$ cat src/rtl/sevenseg_pkg.sv
// sevenseg_pkg: segment pattern table, dwell FSM states and pattern decoder for sevenseg_capture
package sevenseg_pkg;
  localparam logic [6:0] SEG_BLANK = 7'b1111111;
  localparam logic [6:0] SEG_PAT [16] = '{
    7'b1000000, 7'b1111001, 7'b0100100, 7'b0110000,
    7'b0011001, 7'b0010010, 7'b0000010, 7'b1111000,
    7'b0000000, 7'b0010000, 7'b0001000, 7'b0000011,
    7'b1000110, 7'b0100001, 7'b0000110, 7'b0001110
  };
  typedef enum logic [1:0] {ST_IDLE, ST_SETTLE, ST_HELD, ST_CONFLICT} state_e;
  // Returns {valid, is_blank, value}; value is 0 for blank and invalid patterns.
  function automatic logic [5:0] seg_decode(input logic [6:0] s);
    logic [5:0] r;
    r = (s == SEG_BLANK) ? 6'b110000 : 6'b000000;
    for (int i = 0; i < 16; i++)
      if (s == SEG_PAT[i]) r = {2'b10, 4'(i)};
    return r;
  endfunction
endpackage

$ cat src/rtl/sevenseg_sync.sv
// sevenseg_sync: two-flop synchronizer with a selectable async reset value
module sevenseg_sync #(
  parameter int W = 1
) (
  input  logic         clk_i,
  input  logic         rst_n_i,
  input  logic [W-1:0] rst_val_i,
  input  logic [W-1:0] d_i,
  output logic [W-1:0] q_o
);
  logic [W-1:0] s1_q, s2_q;
  always_ff @(posedge clk_i or negedge rst_n_i) begin
    if (!rst_n_i) begin
      s1_q <= rst_val_i;
      s2_q <= rst_val_i;
    end else begin
      s1_q <= d_i;
      s2_q <= s1_q;
    end
  end
  assign q_o = s2_q;
endmodule

$ cat src/rtl/sevenseg_capture.sv
// sevenseg_capture: decodes a multiplexed active-low seven-segment bus back into per-digit hex values
module sevenseg_capture
  import sevenseg_pkg::*;
#(
  parameter int         SETTLE_CYCLES = 16,
  parameter int         STALE_CYCLES  = 2**22,
  parameter logic [3:0] DIGIT_MASK    = 4'b1111
) (
  input  logic       CLK100MHZ,
  input  logic       rst_n,
  input  logic [3:0] an,
  input  logic [6:0] seg,
  input  logic       dp,
  output logic [3:0] d3,
  output logic [3:0] d2,
  output logic [3:0] d1,
  output logic [3:0] d0,
  output logic [3:0] blank,
  output logic [3:0] dp_out,
  output logic [3:0] seen,
  output logic       upd,
  output logic [1:0] upd_idx,
  output logic       frame_done,
  output logic       illegal,
  output logic       conflict
);
  localparam int CW = $clog2(SETTLE_CYCLES);
  localparam int SW = $clog2(STALE_CYCLES + 1);
  localparam logic [CW-1:0] CNT_MAX = CW'(SETTLE_CYCLES - 1);
  logic [11:0]   smp, prev_q;
  logic [3:0]    an_s, lows, bit_sel;
  logic [6:0]    seg_s;
  logic          dp_s, changed, none, one, multi, take, valid, bad;
  logic [1:0]    idx;
  logic [5:0]    dec;
  logic [CW-1:0] cnt_q, cnt_d;
  state_e        state_q, state_d;
  logic [3:0]    d_q [4];
  logic [3:0]    d_d [4];
  logic [SW-1:0] stale_q [4];
  logic [SW-1:0] stale_d [4];
  logic [3:0]    blank_q, blank_d, dpo_q, dpo_d, seen_q, seen_d, acc_q, acc_d;
  logic          frame_d, upd_q, frame_q, illegal_q, conflict_q;
  logic [1:0]    upd_idx_q;
  sevenseg_sync #(.W(12)) u_sync (
    .clk_i    (CLK100MHZ),
    .rst_n_i  (rst_n),
    .rst_val_i(12'hfff),
    .d_i      ({an, seg, dp}),
    .q_o      (smp)
  );
  assign {an_s, seg_s, dp_s} = smp;
  assign lows    = ~an_s;
  assign none    = lows == 4'd0;
  assign one     = !none && ((lows & (lows - 4'd1)) == 4'd0);
  assign multi   = !none && !one;
  assign idx     = lows[0] ? 2'd0 : lows[1] ? 2'd1 : lows[2] ? 2'd2 : 2'd3;
  assign bit_sel = 4'(1) << idx;
  assign changed = smp != prev_q;
  assign cnt_d   = changed ? '0 : (cnt_q == CNT_MAX) ? cnt_q : cnt_q + CW'(1);
  assign dec     = seg_decode(seg_s);
  // Only SETTLE can accept, so a HELD dwell never decodes twice.
  assign take    = state_q == ST_SETTLE && one && !changed && cnt_d == CNT_MAX;
  assign valid   = take && dec[5];
  assign bad     = take && !dec[5];
  always_comb begin
    state_d = multi ? ST_CONFLICT : none ? ST_IDLE : take ? ST_HELD :
              (state_q == ST_HELD && !changed) ? ST_HELD : ST_SETTLE;
  end
  always_comb begin
    d_d     = d_q;
    blank_d = blank_q;
    dpo_d   = dpo_q;
    seen_d  = seen_q;
    acc_d   = acc_q;
    frame_d = 1'b0;
    for (int i = 0; i < 4; i++) begin
      stale_d[i] = (stale_q[i] != '0) ? stale_q[i] - SW'(1) : '0;
      if (stale_q[i] == SW'(1)) seen_d[i] = 1'b0;
    end
    if (valid) begin
      if (!dec[4]) d_d[idx] = dec[3:0];
      blank_d[idx] = dec[4];
      dpo_d[idx]   = ~dp_s;
      seen_d[idx]  = 1'b1;
      stale_d[idx] = SW'(STALE_CYCLES);
      frame_d      = ((acc_q | bit_sel) & DIGIT_MASK) == DIGIT_MASK;
      acc_d        = frame_d ? 4'd0 : acc_q | bit_sel;
    end
  end
  always_ff @(posedge CLK100MHZ or negedge rst_n) begin
    if (!rst_n) begin
      prev_q     <= 12'hfff;
      cnt_q      <= '0;
      state_q    <= ST_IDLE;
      d_q        <= '{default: 4'd0};
      stale_q    <= '{default: '0};
      blank_q    <= 4'b1111;
      dpo_q      <= 4'd0;
      seen_q     <= 4'd0;
      acc_q      <= 4'd0;
      upd_q      <= 1'b0;
      upd_idx_q  <= 2'd0;
      frame_q    <= 1'b0;
      illegal_q  <= 1'b0;
      conflict_q <= 1'b0;
    end else begin
      prev_q     <= smp;
      cnt_q      <= cnt_d;
      state_q    <= state_d;
      d_q        <= d_d;
      stale_q    <= stale_d;
      blank_q    <= blank_d;
      dpo_q      <= dpo_d;
      seen_q     <= seen_d;
      acc_q      <= acc_d;
      upd_q      <= valid;
      upd_idx_q  <= valid ? idx : upd_idx_q;
      frame_q    <= frame_d;
      illegal_q  <= bad;
      conflict_q <= state_d == ST_CONFLICT && state_q != ST_CONFLICT;
    end
  end
  assign {d3, d2, d1, d0} = {d_q[3], d_q[2], d_q[1], d_q[0]};
  assign blank      = blank_q;
  assign dp_out     = dpo_q;
  assign seen       = seen_q;
  assign upd        = upd_q;
  assign upd_idx    = upd_idx_q;
  assign frame_done = frame_q;
  assign illegal    = illegal_q;
  assign conflict   = conflict_q;
endmodule
$ cat config.mk
export PLATFORM = sky130hd
export DESIGN_NAME = sevenseg_capture
export DESIGN_NICKNAME = d
export VERILOG_FILES = /design/src/rtl/sevenseg_pkg.sv /design/src/rtl/sevenseg_sync.sv /design/src/rtl/sevenseg_capture.sv
export SDC_FILE = /design/constraint.sdc
export NUM_CORES = 1
export LEC_CHECK = 0
export BUFFER_PORTS_ARGS = -buffer_cell sky130_fd_sc_hd__buf_2
export CAP_MARGIN = 25
export CELL_PAD_IN_SITES_DETAIL_PLACEMENT = 0
export CELL_PAD_IN_SITES_GLOBAL_PLACEMENT = 1
export CORE_MARGIN = 1.5
export CORE_UTILIZATION = 52
export DETAILED_ROUTE_END_ITERATION = 12
export PLACE_DENSITY_LB_ADDON = 0.25
export SYNTH_ARGS = -nofsm -noshare
export SYNTH_HDL_FRONTEND = slang
export SYNTH_SLANG_ARGS = --single-unit
$ cat constraint.sdc
create_clock -name CLK100MHZ -period 5.6 [get_ports CLK100MHZ]
set_input_delay 1.12 -clock CLK100MHZ [delete_from_list [all_inputs] [get_ports CLK100MHZ]]
set_output_delay 1.12 -clock CLK100MHZ [all_outputs]
set_load 0.05 [all_outputs]
==> impl_metrics.py <==
metrics = {
    "yosys": {
        "async_reset_ff_share_pct": 100.0,
        "synth_edf_count": 0,
        "synth_flop_cell": "dfrtp_1",
        "yosysUniqueCellTypes": 59,
        "synth_warnings": 0,
        "synthCells": 714,
        "synth.cell_area_um2": 7747,
        "seq_area_frac_synth_pct": 56.20,
        "synth_seq_cells": 172,
        "syn_nets": 741,
        "syn_area_per_cell_um2": 10.85,
    },
    "clocking": {
        "clock-sinks": 172,
        "cts_resized": 0,
        "insertion_delay_ns": 0.43,
        "cts_buffers": 17,
        "cts_setup_buffers": 0,
        "root_buffer": "clkbuf_16",
        "cts_hold_buf": 0,
        "htree_levels": 4,
        "clk_path_buf_depth": 2,
        "cts_tree": "yes",
        "clkTransAtPathRegs_ns": 0.06,
    },
    "detailed_routing": {
        "vias": 5269,
        "avgRoutedWirePerCell_um": 15.45,
        "drt_first_iter_violations": 332,
        "drc": 0,
        "ant_nets": 0,
        "drt-total-wl_mm": 14.83,
        "firstDrtPassIters": 4,
        "viasPerCell": 5.489,
    },
    "cells_and_area": {
        "multi_input_area_um2": 3209,
        "register_area_um2": 4354,
        "diodes": 0,
        "nFillCells": 1246,
        "nNetsFinal": 790,
        "drive_above_1_share_pct": 20.62,
        "areaGrowthSynthToFinish_pct": 12.61,
        "stdcell_area_um2": 8725,
    },
    "floorplan": {
        "ios": 48,
        "rows": 44,
        "coreArea_um2": 14530,
        "chipWidth_um": 125.1,
        "start_util_pct": 53.31,
        "die_h_um": 125.1,
        "dieArea_um2": 15640,
    },
    "timing": {
        "finalMaxSlewViolations": 0,
        "rsz0062_at_grt": "no",
        "relSlewSlack_pct": 43.84,
        "period_minus_slack_ns": 3.297,
        "clock.fmax_mhz": 303.3,
        "skew_ns": 0.01361,
        "hold_viol_final": 0,
        "final.setup.tns_ns": 0,
        "finalSetupViolations": 0,
        "fin_crit_sh_pct": 58.87,
        "tightest_slew_ns": 0.8378,
    },
    "global_route": {
        "grt_use_total_pct": 20.50,
        "grt_pass1_vias": 5336,
        "antenna_found_initial": 0,
        "grt_overflow_total": 0,
        "grt_pass1_wl_mm": 25.94,
        "grt_max_degree": 72,
    },
    "worst_setup_path": {
        "critPathLaunchType": "flop",
        "path_cells": "nand4_1 -> nor3_2 -> nor3b_1 -> a311o_2 -> nor3_2 -> mux2_2",
        "crit_path_frequent_cell": "nor3_2",
        "crit_path_max_fanout": 25,
        "rrSetupSlack_ns": 2.30,
        "cpPeakStageDelay_ns": 0.72,
        "worst-path-buf-inv": 0,
        "worstPathArrival_ns": 3.61,
        "crit_slowest_cell": "dfstp_2",
        "crit_path_end_kind": "flop",
        "worstPathRequired_ns": 5.91,
        "critPathKind": "flop to flop",
        "crit_family": "simple AND/OR/NAND/NOR gates",
    },
    "power_and_ir_drop": {
        "ir_worst_vdd_uv": 251.3,
        "powerDensity_nw_per_um2": 288.0,
        "p_leak_nw": 4.499,
    },
    "flow_run": {
        "max_cap_violations": 0,
    },
    "placed_design": {
        "port_buffers": 47,
        "placed_area_um2": 8140,
        "dp_hpwl_mm": 10.03,
        "place_congestion": 0.7850,
    },
    "min_path": {
        "hold_class": "flop to flop",
    },
    "run_status": {
        "status": "finished, final reports clean",
    },
}
[where the power goes]
group	switching (W)	total, W	internal, W
registers	0.0000219	0.00129	0.00127
clock network	0.000487	0.00116	0.000670
logic	0.0000447	0.0000652	0.0000205
[synthesized netlist by cell type (8+ instances only)]
| cell type | count | area share, % |
|---|---|---|
| mux2_2 | 21 | 3.1 |
| dfstp_2 | 40 | 14 |
| dfrtp_1 | 132 | 43 |
| nor2_1 | 117 | 5.7 |
| o31ai_1 | 8 | 0.78 |
| or3_1 | 13 | 1.0 |
| nand3_1 | 16 | 1.0 |
| ha_1 | 13 | 2.1 |
| o21ai_0 | 15 | 0.97 |
| nor4_1 | 17 | 1.4 |
| xor2_1 | 31 | 3.5 |
| a21oi_1 | 22 | 1.4 |
| xnor2_1 | 53 | 6.0 |
| nor3_1 | 30 | 1.9 |
| buf_2 | 12 | 0.78 |
| or4_1 | 16 | 1.6 |
| nand2_1 | 42 | 2.0 |
| inv_1 | 16 | 0.78 |
[layout make-up]
cell class	instances	share of cell area [%]
inverters	16	0.6884
clock buffers	19	5.077
well taps	184	2.639
clock inverters	13	1.621
repair buffers	53	3.284
flip-flops and latches	172	49.91
multi-input cells	503	36.78
[layer usage]
metal / up-vias / track usage, % / wire length (um)
met5: - / 0 / 0
met4: 0 / 6.484 / 172
met3: 15 / 4.921 / 426
met2: 58 / 33.24 / 7279
met1: 2625 / 27.46 / 6956
li1: 2571 / - / -
[state kept, by name (all words and copies together), names as in the netlist, 12 cells and up]
signal,count
stale_q,92
prev_q,12
u_sync.q_o,12
u_sync.s1_q,12
[through the flow]
step	total power (W)	utilization, %	instances	hold slack, ns	setup slack, ns
floorplan	0.001339	-	714	0.3452	2.937
global placement	0.001378	56.01	928	0.3466	2.389
detailed placement	0.001379	56.01	928	0.3475	2.264
CTS	0.002545	60.03	960	0.3564	2.269
global route	0.002606	60.03	960	0.3570	2.139
finish	0.002513	60.03	960	0.3557	2.303
[cell families (layout without fill, tap and decap cells)]
group / Yosys count / in the layout / synth area share [%]
multiplexers: 23 / 23 / 3.311
flip-flops: 172 / 172 / 56.20
AND/OR/NAND/NOR: 298 / 298 / 19.19
XOR/XNOR: 84 / 84 / 9.496
AO/OA/AOI/OAI: 83 / 83 / 7.074
adder cells (fa/ha/maj): 15 / 15 / 2.358
buffers and inverters: 39 / 101 / 2.374
[cell usage in the layout (no fill, tap or decap), types with 17 or more instances in the layout]
cell type,Yosys,routed
nor2_1,117,117
nor3_1,30,30
buf_2,12,46
dfstp_2,40,40
dfrtp_1,132,132
a21oi_1,22,22
nand2_1,42,42
mux2_2,21,21
clkbuf_16,0,17
nor4_1,17,17
xnor2_1,53,53
xor2_1,31,31
[final timing paths]
path	endpoint	from	cells after the start
min	u_sync.q_o[3]	u_sync.s1_q[3]	0
max reg2reg	d2[3]	u_sync.q_o[4]	6
min reg2reg	u_sync.q_o[3]	u_sync.s1_q[3]	0
min in group asynchronous	cnt_q[1]	rst_n	1
max	d2[3]	u_sync.q_o[4]	6
max in group asynchronous	d3[2]	rst_n	2
(Power assumes the default switching activity.)
